File: src/rtl/gcd_engine.sv
// -----------------------------------------------------------------------------
// gcd_engine
//   Self-contained GCD unit with an integrated FSM and datapath. It computes
//   the greatest common divisor of two unsigned WIDTH-bit operands. The
//   algorithm is chosen per job, either subtractive Euclid or binary Stein.
//   Operands arrive over a ready/valid handshake. The result leaves over a
//   second ready/valid handshake. Each result is reported with the number of
//   compute (CALC) cycles it took. Exactly one job is in flight at a time.
//
// Parameters
//   WIDTH  operand/result width in bits (>= 2)
//   CNT_W  width of the cycle counter; the counter saturates at all-ones
//
// Ports
//   clk        in   1      rising-edge clock
//   rst_n      in   1      asynchronous, active-low reset
//   in_valid   in   1      operand pair valid
//   in_ready   out  1      engine can accept operands (high only in IDLE)
//   a_in       in   WIDTH  operand A (unsigned)
//   b_in       in   WIDTH  operand B (unsigned)
//   mode       in   1      0 = subtractive Euclid, 1 = binary Stein
//   out_valid  out  1      result valid
//   out_ready  in   1      downstream accepts the result
//   gcd_out    out  WIDTH  GCD(A,B); GCD(0,x) = x, GCD(0,0) = 0
//   cycles     out  CNT_W  CALC cycles spent on this result
// -----------------------------------------------------------------------------
module gcd_engine #(
   parameter int WIDTH = 16,
   parameter int CNT_W = 16
) (
   input  logic             clk,
   input  logic             rst_n,
   input  logic             in_valid,
   output logic             in_ready,
   input  logic [WIDTH-1:0] a_in,
   input  logic [WIDTH-1:0] b_in,
   input  logic             mode,
   output logic             out_valid,
   input  logic             out_ready,
   output logic [WIDTH-1:0] gcd_out,
   output logic [CNT_W-1:0] cycles
);

   // The Stein factor-of-two count k never exceeds WIDTH-1. Both operands
   // can only be halved together while both are non-zero and even.
   localparam int K_W = $clog2(WIDTH) + 1;

   typedef enum logic [1:0] {
      IDLE = 2'd0,
      CALC = 2'd1,
      DONE = 2'd2
   } state_t;

   state_t           state;
   logic [WIDTH-1:0] a_r;
   logic [WIDTH-1:0] b_r;
   logic [K_W-1:0]   k_r;
   logic             mode_r;
   logic [CNT_W-1:0] cnt;

   logic             term;
   logic [WIDTH-1:0] res;
   logic [WIDTH-1:0] a_nxt;
   logic [WIDTH-1:0] b_nxt;
   logic [K_W-1:0]   k_nxt;

   // Saturating increment. The counter sticks at all-ones and does not wrap.
   function automatic logic [CNT_W-1:0] sat_inc(input logic [CNT_W-1:0] v);
      return (&v) ? v : v + CNT_W'(1);
   endfunction

   // Subtractive Euclid step. The smaller operand is always subtracted from
   // the larger one, so the unsigned difference never wraps.
   function automatic logic [2*WIDTH-1:0] euclid_step(input logic [WIDTH-1:0] a,
                                                      input logic [WIDTH-1:0] b);
      logic [WIDTH-1:0] na;
      logic [WIDTH-1:0] nb;
      na = a;
      nb = b;
      if (a > b) na = a - b;
      else       nb = b - a;
      return {na, nb};
   endfunction

   // Combinational step. The termination test is made on the current A and B.
   // It takes priority over the step.
   always_comb begin
      term  = (a_r == '0) || (b_r == '0) || (a_r == b_r);
      res   = (a_r == '0) ? (b_r << k_r) : (a_r << k_r);
      a_nxt = a_r;
      b_nxt = b_r;
      k_nxt = k_r;
      if (!mode_r) begin
         {a_nxt, b_nxt} = euclid_step(a_r, b_r);
      end else begin
         case ({a_r[0], b_r[0]})
            2'b00: begin
               // Both even: a common factor of two is pulled out and counted in k.
               a_nxt = a_r >> 1;
               b_nxt = b_r >> 1;
               k_nxt = k_r + K_W'(1);
            end
            2'b01:   a_nxt = a_r >> 1;
            2'b10:   b_nxt = b_r >> 1;
            default: begin
               // Both odd: the difference is even, so it is halved in the same step.
               if (a_r > b_r) a_nxt = (a_r - b_r) >> 1;
               else           b_nxt = (b_r - a_r) >> 1;
            end
         endcase
      end
   end

   // Control FSM and datapath registers. All outputs are registered.
   always_ff @(posedge clk or negedge rst_n) begin
      if (!rst_n) begin
         state     <= IDLE;
         in_ready  <= 1'b0;
         out_valid <= 1'b0;
         gcd_out   <= '0;
         cycles    <= '0;
         a_r       <= '0;
         b_r       <= '0;
         k_r       <= '0;
         mode_r    <= 1'b0;
         cnt       <= '0;
      end else begin
         case (state)
            IDLE: begin
               // in_ready is registered, so it rises one edge after reset
               // is released.
               if (in_valid && in_ready) begin
                  a_r      <= a_in;
                  b_r      <= b_in;
                  k_r      <= '0;
                  cnt      <= '0;
                  mode_r   <= mode;
                  in_ready <= 1'b0;
                  state    <= CALC;
               end else begin
                  in_ready <= 1'b1;
               end
            end
            CALC: begin
               cnt <= sat_inc(cnt);
               if (term) begin
                  gcd_out   <= res;
                  cycles    <= sat_inc(cnt);
                  out_valid <= 1'b1;
                  state     <= DONE;
               end else begin
                  a_r <= a_nxt;
                  b_r <= b_nxt;
                  k_r <= k_nxt;
               end
            end
            DONE: begin
               // gcd_out and cycles stay as they are after the handshake.
               // They change only when the next result is loaded.
               if (out_ready) begin
                  out_valid <= 1'b0;
                  in_ready  <= 1'b1;
                  state     <= IDLE;
               end
            end
            default: begin
               state     <= IDLE;
               in_ready  <= 1'b0;
               out_valid <= 1'b0;
            end
         endcase
      end
   end

endmodule

File: config.mk
export PLATFORM = sky130hd
export DESIGN_NAME = gcd_engine
export DESIGN_NICKNAME = d
export VERILOG_FILES = /design/src/rtl/gcd_engine.sv
export SDC_FILE = /design/constraint.sdc
export NUM_CORES = 1
export LEC_CHECK = 0
export ABC_AREA = 1
export BUFFER_PORTS_ARGS = -buffer_cell sky130_fd_sc_hd__buf_2
export CORE_MARGIN = 4
export CORE_UTILIZATION = 60
export DETAILED_ROUTE_END_ITERATION = 8
export PLACE_DENSITY = 0.77
export SKIP_CTS_REPAIR_TIMING = 1
export SLEW_MARGIN = 20
export SYNTH_ARGS = -nofsm -noshare
export SYNTH_HDL_FRONTEND = slang
export SYNTH_SLANG_ARGS = --single-unit
File: constraint.sdc
create_clock -name clk -period 3.05 [get_ports clk]
set_clock_uncertainty 0.2 [all_clocks]
set_input_delay 0.61 -clock clk [delete_from_list [all_inputs] [get_ports clk]]
set_output_delay 0.61 -clock clk [all_outputs]
set_load 0.05 [all_outputs]
Word-level counts from Yosys, hierarchy flattened
Index checks and enable logic that the tools add are counted.
{ "word_totals": {"out_inout_bits": 34, "elab_cells": 89, "ff_bits": 90} }
{ "classes": {"order_cmp": 1, "bitwise": 2, "n_shift": 2, "muxes": 33, "n_reduce_logical": 20, "eq_ne": 17, "n_addsub": 4} }
{ "ops": {"columns": ["cell", "n"], "rows": [
  ["$mux 16", 13],
  ["$pmux 16 s2", 5],
  ["$logic_not 16->1", 2],
  ["$shl 16x5->16", 2],
  ["$sub 16x16->16", 2],
  ["$mux 5", 4],
  ["$add 16x1->16 const B", 1],
  ["$eq 16x16->1", 1],
  ["$gt 16x16->1", 1],
  ["$reduce_and 16->1", 1],
  ["$ne 3x3->1 const B", 4],
  ["$reduce_and 6->1", 2],
  ["$ne 2x2->1 const B", 5],
  ["$pmux 5 s2", 1],
  ["$ne 4x3->1 const B", 2],
  ["$reduce_and 2->1", 4],
  ["$mux 2", 3],
  ["$pmux 1 s3", 2],
  ["$pmux 2 s3", 1],
  ["$reduce_and 3->1", 2],
  ["$add 5x1->5 const B", 1],
  ["$reduce_and 5->1", 1],
  ["$eq 2x1->1 const B", 2],
  ["$eq 2x2->1 const B", 2],
  ["other kinds (8)", 15]
]} }

Logic depth before layout (Yosys ltp)
Gate-level depths: netlist of run 1.
{ "depth": {"depth_word": 6, "depth_mapped": 19, "depth_no_buf": 17} }

Worst setup path after synthesis of run 1
No wires, ideal clock.
{ "synth_path": {"kind": "register to register", "startpoint": "register a_r[0]", "endpoint": "register b_r[6]", "slack_ns": 0.516, "n_path_buf": 1, "t_arrival_ns": 2.215, "stages_incl_launch_ff": 15, "cell_sequence": "dfrtp_1 -> inv_1 -> ha_1 -> fa_1 -> o21ai_2 -> nand2_1 -> nand2_2 -> inv_2 -> o21ai_1 -> nand3_1 -> nand2_4 -> inv_4 -> buf_8 -> nand2_2 -> o21ai_2"} }
{ "synth_between": {"elab_chain_len": 6} }
{ "synth_rtl": {"columns": ["element", "line_no", "rtl"], "rows": [
  ["start, declared", "55", "logic [WIDTH-1:0] a_r;"],
  ["start signal, assigned", "133", "a_r <= a_in;"],
  ["start signal, assigned", "152", "a_r <= a_nxt;"],
  ["$sub 16x16->16 (tied with other cells)", "81, 108", null],
  ["$mux 16 or $reduce_or 2->1 (tied branches)", null, null],
  ["$pmux 16 s2", "96", "case ({a_r[0], b_r[0]})"],
  ["$mux 16", "93", "if (!mode_r) begin"],
  ["$mux 16", "146", "if (term) begin"],
  ["$pmux 16 s2", "128", "case (state)"],
  ["end signal, assigned", "134", "b_r <= b_in;"],
  ["end signal, assigned", "153", "b_r <= b_nxt;"],
  ["end, declared", "56", "logic [WIDTH-1:0] b_r;"]
]} }
Parallel ways exist; a longest one is shown, timed or not. The select of a mux whose other input is x is not followed.
A chain may end at the register's enable or synchronous reset.

Worst setup path after layout of run 1
{ "layout_path": {"startpoint": "register a_r[0]", "endpoint": "register a_r[15]"} }
{ "layout_between": {"elab_chain_len": 6} }
{ "layout_rtl": {"columns": ["element"], "rows": [
  ["parallel branches: the longest is 6 deep, another holds $sub 16x16->16"]
]} }
Several ways; the timed one is not identified. The select of a mux whose other input is x is not followed.

==> impl_results.md, run 1 <==
- Die Wd: 119 um
- Hold slack: 0.0406 ns
- H-Tree Depth: 3
- Post-route ant nets: 0
- DIE HEIGHT: 119 um
- TritonCTS clock tree: yes
- CP Capture Type: register
- Most common cell after layout, fill and taps aside: nand2_1
- Mean area per synthesized cell: 6.64 um2
- Asr flop ratio synth: 100%
- # diodes: 0
- WL per Instance: 18.0 um
- CP Max Fanout: 25
- Pin count of the biggest net entering global routing: 52
- Worst-Margin Slew: 0.718 ns
- Drt first pass iters: 7
- GP Congestion: 1.04
- Synth-to-Final Area Change: 12.1%
- Vias: 8038
- GRT overflow: 0
- FF-to-FF setup slack: 0.14 ns
- Commonest cells after routing, fill and taps aside: nand2_1 (333), nand3_1 (157), inv_1 (98)
- Worst Hold Class: in2async
- Slew Limit Fails: 0
- Yosys warning count: 0
- Skew-Pair Late Insertion Delay: 0.36 ns
- Setup tns final: 0 ns
- Post-Syn Nets: 1196
- Clock Pin Slew Worst Setup and Hold Paths: 0.07 ns
- Initial DRC count: 921
- Layout cells sized above 1: 15.6%
- Initial Util: 61.6%
- First-pass GRT wire length: 39000 um
- Sequential fraction of the synthesis area: 30.2%
- Primary FF master, synth: dfrtp_1
- Setup CP Type: reg2reg
- # DRC: 0
- Core footprint: 12100 um2
- Tmin final: 2.91 ns
- Cell area after synthesis: 7460 um2
- Die footprint: 14300 um2
- Vias in the first global route: 7477
- Setup violations, final: 0
- Period Utilization, post-route: 95.2%
- FF/Latch Area: 2250 um2
- Nets: 1265
- Worst path required time: 3.14 ns
- RSZ-0062 raised after global routing: no
- Initial antenna violation count: 1
- Synthesized flop and latch total: 90
- Fill count: 1102
- Cell Rows: 40
- Netlist cell types: 46
- GRT Overall Usage: 34.6%
- Mapped Cells: 1123
- Placed instance area: 8040 um2
- Post-Layout Cell Count: 1364
- Area fraction of the dominant cell type after synthesis: 30.2%
- Design Area, Final: 8360 um2
- Worst-case clock buffer depth: 2
- Cells after DPL: 1349
- Routed wire length: 24500 um
- Detailed Place HPWL: 18200 um
- Number of synthesized flops with an enable pin: 0
- PortBufs: 70
- CTS Root Buffer Type: clkbuf_16
- FMAX: 0.344 GHz
- Cell type with the largest total area after synthesis: dfrtp_1
- Max-cap violations: 0
- Status: finished clean
- Num CTS Buffers: 9
- Crit start category: register
- Final hold violation count: 0
- Top cells by area, synth: dfrtp_1 (30%), nand2_1 (17%), nand3_1 (11%)
- Clock Sinks: 90
- Boundary pin count: 71
- Rel. slew slack: 52.1%
- WP data arrival: 3.00 ns
- Routed vias/inst: 5.89
- Multi-input gate area: 4530 um2
==> path summary, 6_finish.rpt <==
| kind | startpoint | endpoint | cells past startpoint |
|---|---|---|---|
| worst min-delay path | rst_n | b_r[7] | 1 |
| max in group asynchronous | rst_n | gcd_out[7] | 2 |
| worst max-delay path | a_r[0] | a_r[15] | 14 |
| worst max register to register | a_r[0] | a_r[15] | 14 |
| worst min register to register | gcd_out[11] | gcd_out[11] | 2 |
| min in group clk | gcd_out[11] | gcd_out[11] | 2 |
==> cells in the mapped netlist, types with 3 or more instances <==
| library cell | number |
|---|---|
| nand2_1 | 333 |
| nand3_1 | 157 |
| inv_1 | 98 |
| dfrtp_1 | 90 |
| o21ai_0 | 78 |
| nor2_1 | 71 |
| a21oi_1 | 70 |
| ha_1 | 34 |
| clkbuf_1 | 21 |
| o21ai_2 | 20 |
| nand2_2 | 18 |
| xor2_1 | 18 |
| inv_2 | 10 |
| nand4_1 | 9 |
| nor3_1 | 9 |
| buf_2 | 7 |
| buf_4 | 6 |
| nor2_2 | 6 |
| o22ai_1 | 6 |
| buf_1 | 5 |
| o211ai_1 | 5 |
| a31oi_1 | 4 |
| nand2_4 | 4 |
| a22o_1 | 3 |
| buf_8 | 3 |
| clkinv_1 | 3 |
| nand3b_1 | 3 |
| nor4_1 | 3 |
| xnor2_1 | 3 |
==> worst max-delay path: stages (launching register included) <==
cell	delay (ns)
dfrtp_1	0.40
inv_1	0.11
ha_1	0.27
fa_1	0.44
o21ai_2	0.20
nand2_1	0.08
nand2_2	0.09
inv_2	0.04
o21ai_1	0.15
nand2_1	0.08
nand2_2	0.14
nand2_4	0.09
inv_4	0.27
o21ai_0	0.19
o21ai_2	0.08
==> registers in the layout, indices dropped and copies added (netlist names) <==
signal and count:
cnt 16, gcd_out 16, a_r 16, k_r 5
in_ready 1, mode_r 1, state 2, b_r 16
out_valid 1, cycles 16
==> through the flow <==
stage	utilization [%]	worst slack, ns
after floorplan	-	0.516
after CTS	69.0	0.201
final	69.0	0.145
after global routing	69.0	0.00111
after detailed placement	66.4	0.216
after global placement	66.4	0.306
==> cell type report <==
class | count | share of cell area [%]
clock inverter | 6 | 1.08
multi-input combinational | 876 | 54.2
inverter | 113 | 5.13
timing repair buffer | 102 | 7.39
tap | 168 | 2.51
sequential | 90 | 26.9
clock buffer | 9 | 2.69
==> routing by layer <==
layer  routed length, um  global-route usage [%]  vias to the layer above  share of wire, %
met5                  13                       0                        -             0.053
met4                 728                    10.5                        2               3.0
met3                2560                    9.14                       65                10
met2               11000                    54.6                      448                45
met1               10300                    46.8                     3701                42
li1                    -                       -                     3822                 -
==> logic make-up after synthesis <==
kind of cell / after synthesis / share of synthesized area [%]
adders and majority gates: 36 / 6.24
AOI/OAI and AO/OA: 195 / 14.9
DFF: 90 / 30.2
and+or+nand+nor: 624 / 37.2
buffers and inverters: 157 / 9.04
xor gates and xnor gates: 21 / 2.47
Power of run 1 is not shown: default switching activity piles up to over one toggle a cycle in this logic, so the estimate is an artifact.
==> run 2, diff against run 1 <==
==> constraint.sdc (replaced) <==
create_clock -name clk -period 3.05 [get_ports clk]
set_clock_uncertainty 0.2 [all_clocks]
set_input_delay 0.305 -clock clk [delete_from_list [all_inputs] [get_ports clk]]
set_output_delay 0.305 -clock clk [all_outputs]
set_load 0.05 [all_outputs]
==> run 2 against run 1 <==
  * The run now ends with DRC left
  * Non-clock buffer count unchanged
  * Final area decreased by 0.51%
  * Die area unchanged
  * Critical path depth unchanged
  * Final cell count unchanged
  * Worst hold slack improved by 0.010 ns
  * Via count decreased by 0.55%
  * Setup slack improved by 0.041 ns
  * Fmax increased by 1.4%
  * Critical path type unchanged
  * Largest cell class unchanged
  * Highest routed layer is now met4
==> impl_results.md, run 2 (synthesis gave the netlist of run 1 again) <==
- GP Congestion: 1.04 (+0.26%)
- FMAX: 0.349 GHz (+1.4%)
- Failing checks: DRC
- Routed vias/inst: 5.86 (-0.55%)
- CP Max Fanout: 11 (-56%)
- Post-route ant nets: 0 (unchanged)
- Cell Rows: 40 (unchanged)
- WP data arrival: 2.91 ns (-0.09 ns)
- Setup violations, final: 0 (unchanged)
- Routed wire length: 23900 um (-2.5%)
- GRT overflow: 0 (unchanged)
- TritonCTS clock tree: yes
- CTS Root Buffer Type: clkbuf_16
- Hold depth: 3
- Most common cell after layout, fill and taps aside: nand2_1
- Slew Limit Fails: 0 (unchanged)
- PortBufs: 70 (unchanged)
- RSZ-0062 raised after global routing: no
- First-pass GRT wire length: 38700 um (-0.57%)
- Reg2reg path depth: 14 (unchanged)
- Vias in the first global route: 7378 (-1.3%)
- FF/Latch Area: 2250 um2 (unchanged)
- Die Wd: 119 um (unchanged)
- Vias: 7994 (-0.55%)
- Tmin final: 2.86 ns (-0.0414 ns)
- Status: finished with violations
- # diodes: 0 (unchanged)
- # DRC: 2 (+2)
- Clock Sinks: 90 (unchanged)
- Initial Util: 61.6% (unchanged)
- Boundary pin count: 71 (unchanged)
- Worst-case clock buffer depth: 2 (unchanged)
- Synth-to-Final Area Change: 11.5%
- Crit start category: register
- Worst-Margin Slew: 0.745 ns (+0.0272 ns)
- Pin count of the biggest net entering global routing: 52 (unchanged)
- Clock Pin Slew Worst Setup and Hold Paths: 0.08 ns (about the same)
- Num CTS Buffers: 9 (unchanged)
- Drt first pass iters: 9 (+2)
- Nets: 1265 (unchanged)
- Multi-input gate area: 4530 um2 (unchanged)
- Detailed Place HPWL: 18100 um (-0.61%)
- Final hold violation count: 0 (unchanged)
- GRT Overall Usage: 34.4% (-0.19 points)
- Period Utilization, post-route: 93.9% (-1.4 points)
- Fill count: 1145 (+3.9%)
- H-Tree Depth: 3 (unchanged)
- DIE HEIGHT: 119 um (unchanged)
- Max-cap violations: 0 (unchanged)
- Die footprint: 14300 um2 (unchanged)
- Worst Hold Class: in2reg
- WL per Instance: 17.5 um (-2.5%)
- Rel. slew slack: 50.3% (-1.8 points)
- Skew-Pair Late Insertion Delay: 0.36 ns (about the same)
- Core footprint: 12100 um2 (unchanged)
- Worst path required time: 3.09 ns (-0.05 ns)
- Setup CP Type: reg2reg
- Commonest cells after routing, fill and taps aside: nand2_1 (333), nand3_1 (157), inv_1 (98)
- Initial antenna violation count: 0 (-1)
- Initial DRC count: 1032 (+12%)
- Setup tns final: 0 ns (unchanged)
- Layout cells sized above 1: 15.6% (-0.084 points)
- CP Capture Type: register
[run 2: path summary, 6_finish.rpt]
path                            startpoint          to  slack [ns]
worst min-delay path                  mode      mode_r        0.05
min in group asynchronous            rst_n      b_r[6]        0.28
worst max register to register      a_r[0]      b_r[1]        0.19
max in group asynchronous            rst_n      cnt[9]        1.69
worst max-delay path                a_r[0]      b_r[1]        0.19
worst min register to register  gcd_out[8]  gcd_out[8]        0.27
[run 2: layout make-up]
type | instances | area share (%)
Sequential cell | 90 | 27.1
Timing Repair Buffer | 102 | 7.46
Clock buffer | 9 | 2.71
Clock inverter | 6 | 0.512
Tap cell | 168 | 2.53
Inverter | 113 | 5.19
Multi-Input combinational cell | 876 | 54.5
[run 2: through the flow]
stage               utilization (%)  instances  setup WS [ns]  instance area (um2)  hold slack (ns)
CTS                            68.6       1363          0.188                 8300           -0.252
global placement               66.4       1348          0.295                 8040            0.134
global route                   68.7       1364         0.0594                 8320           0.0431
floorplan                         -       1123          0.516                 7460           -0.191
finish                         68.7       1364          0.186                 8320           0.0506
detailed placement             66.4       1348          0.204                 8040            0.132
[run 2: metal layers]
| layer | vias to the layer above | GRT usage (%) | routed length [um] |
|---|---|---|---|
| li1 | 3839 | - | - |
| met1 | 3638 | 48.7 | 10200 |
| met2 | 461 | 52.4 | 10500 |
| met3 | 56 | 7.40 | 2560 |
| met4 | 0 | 11.7 | 701 |
| met5 | - | 0 | 0 |
[run 2: worst max-delay path, stage by stage, from the launching register on]
cell	delay (ns)
dfrtp_1	0.41
inv_1	0.10
ha_1	0.27
fa_1	0.46
o21ai_2	0.20
nand2_1	0.08
nand2_2	0.08
inv_2	0.04
o21ai_1	0.15
nand3_1	0.19
nand2_4	0.14
inv_4	0.10
buf_4	0.19
nand2_2	0.07
o21ai_2	0.05
Power of run 2 is left out for the same reason.
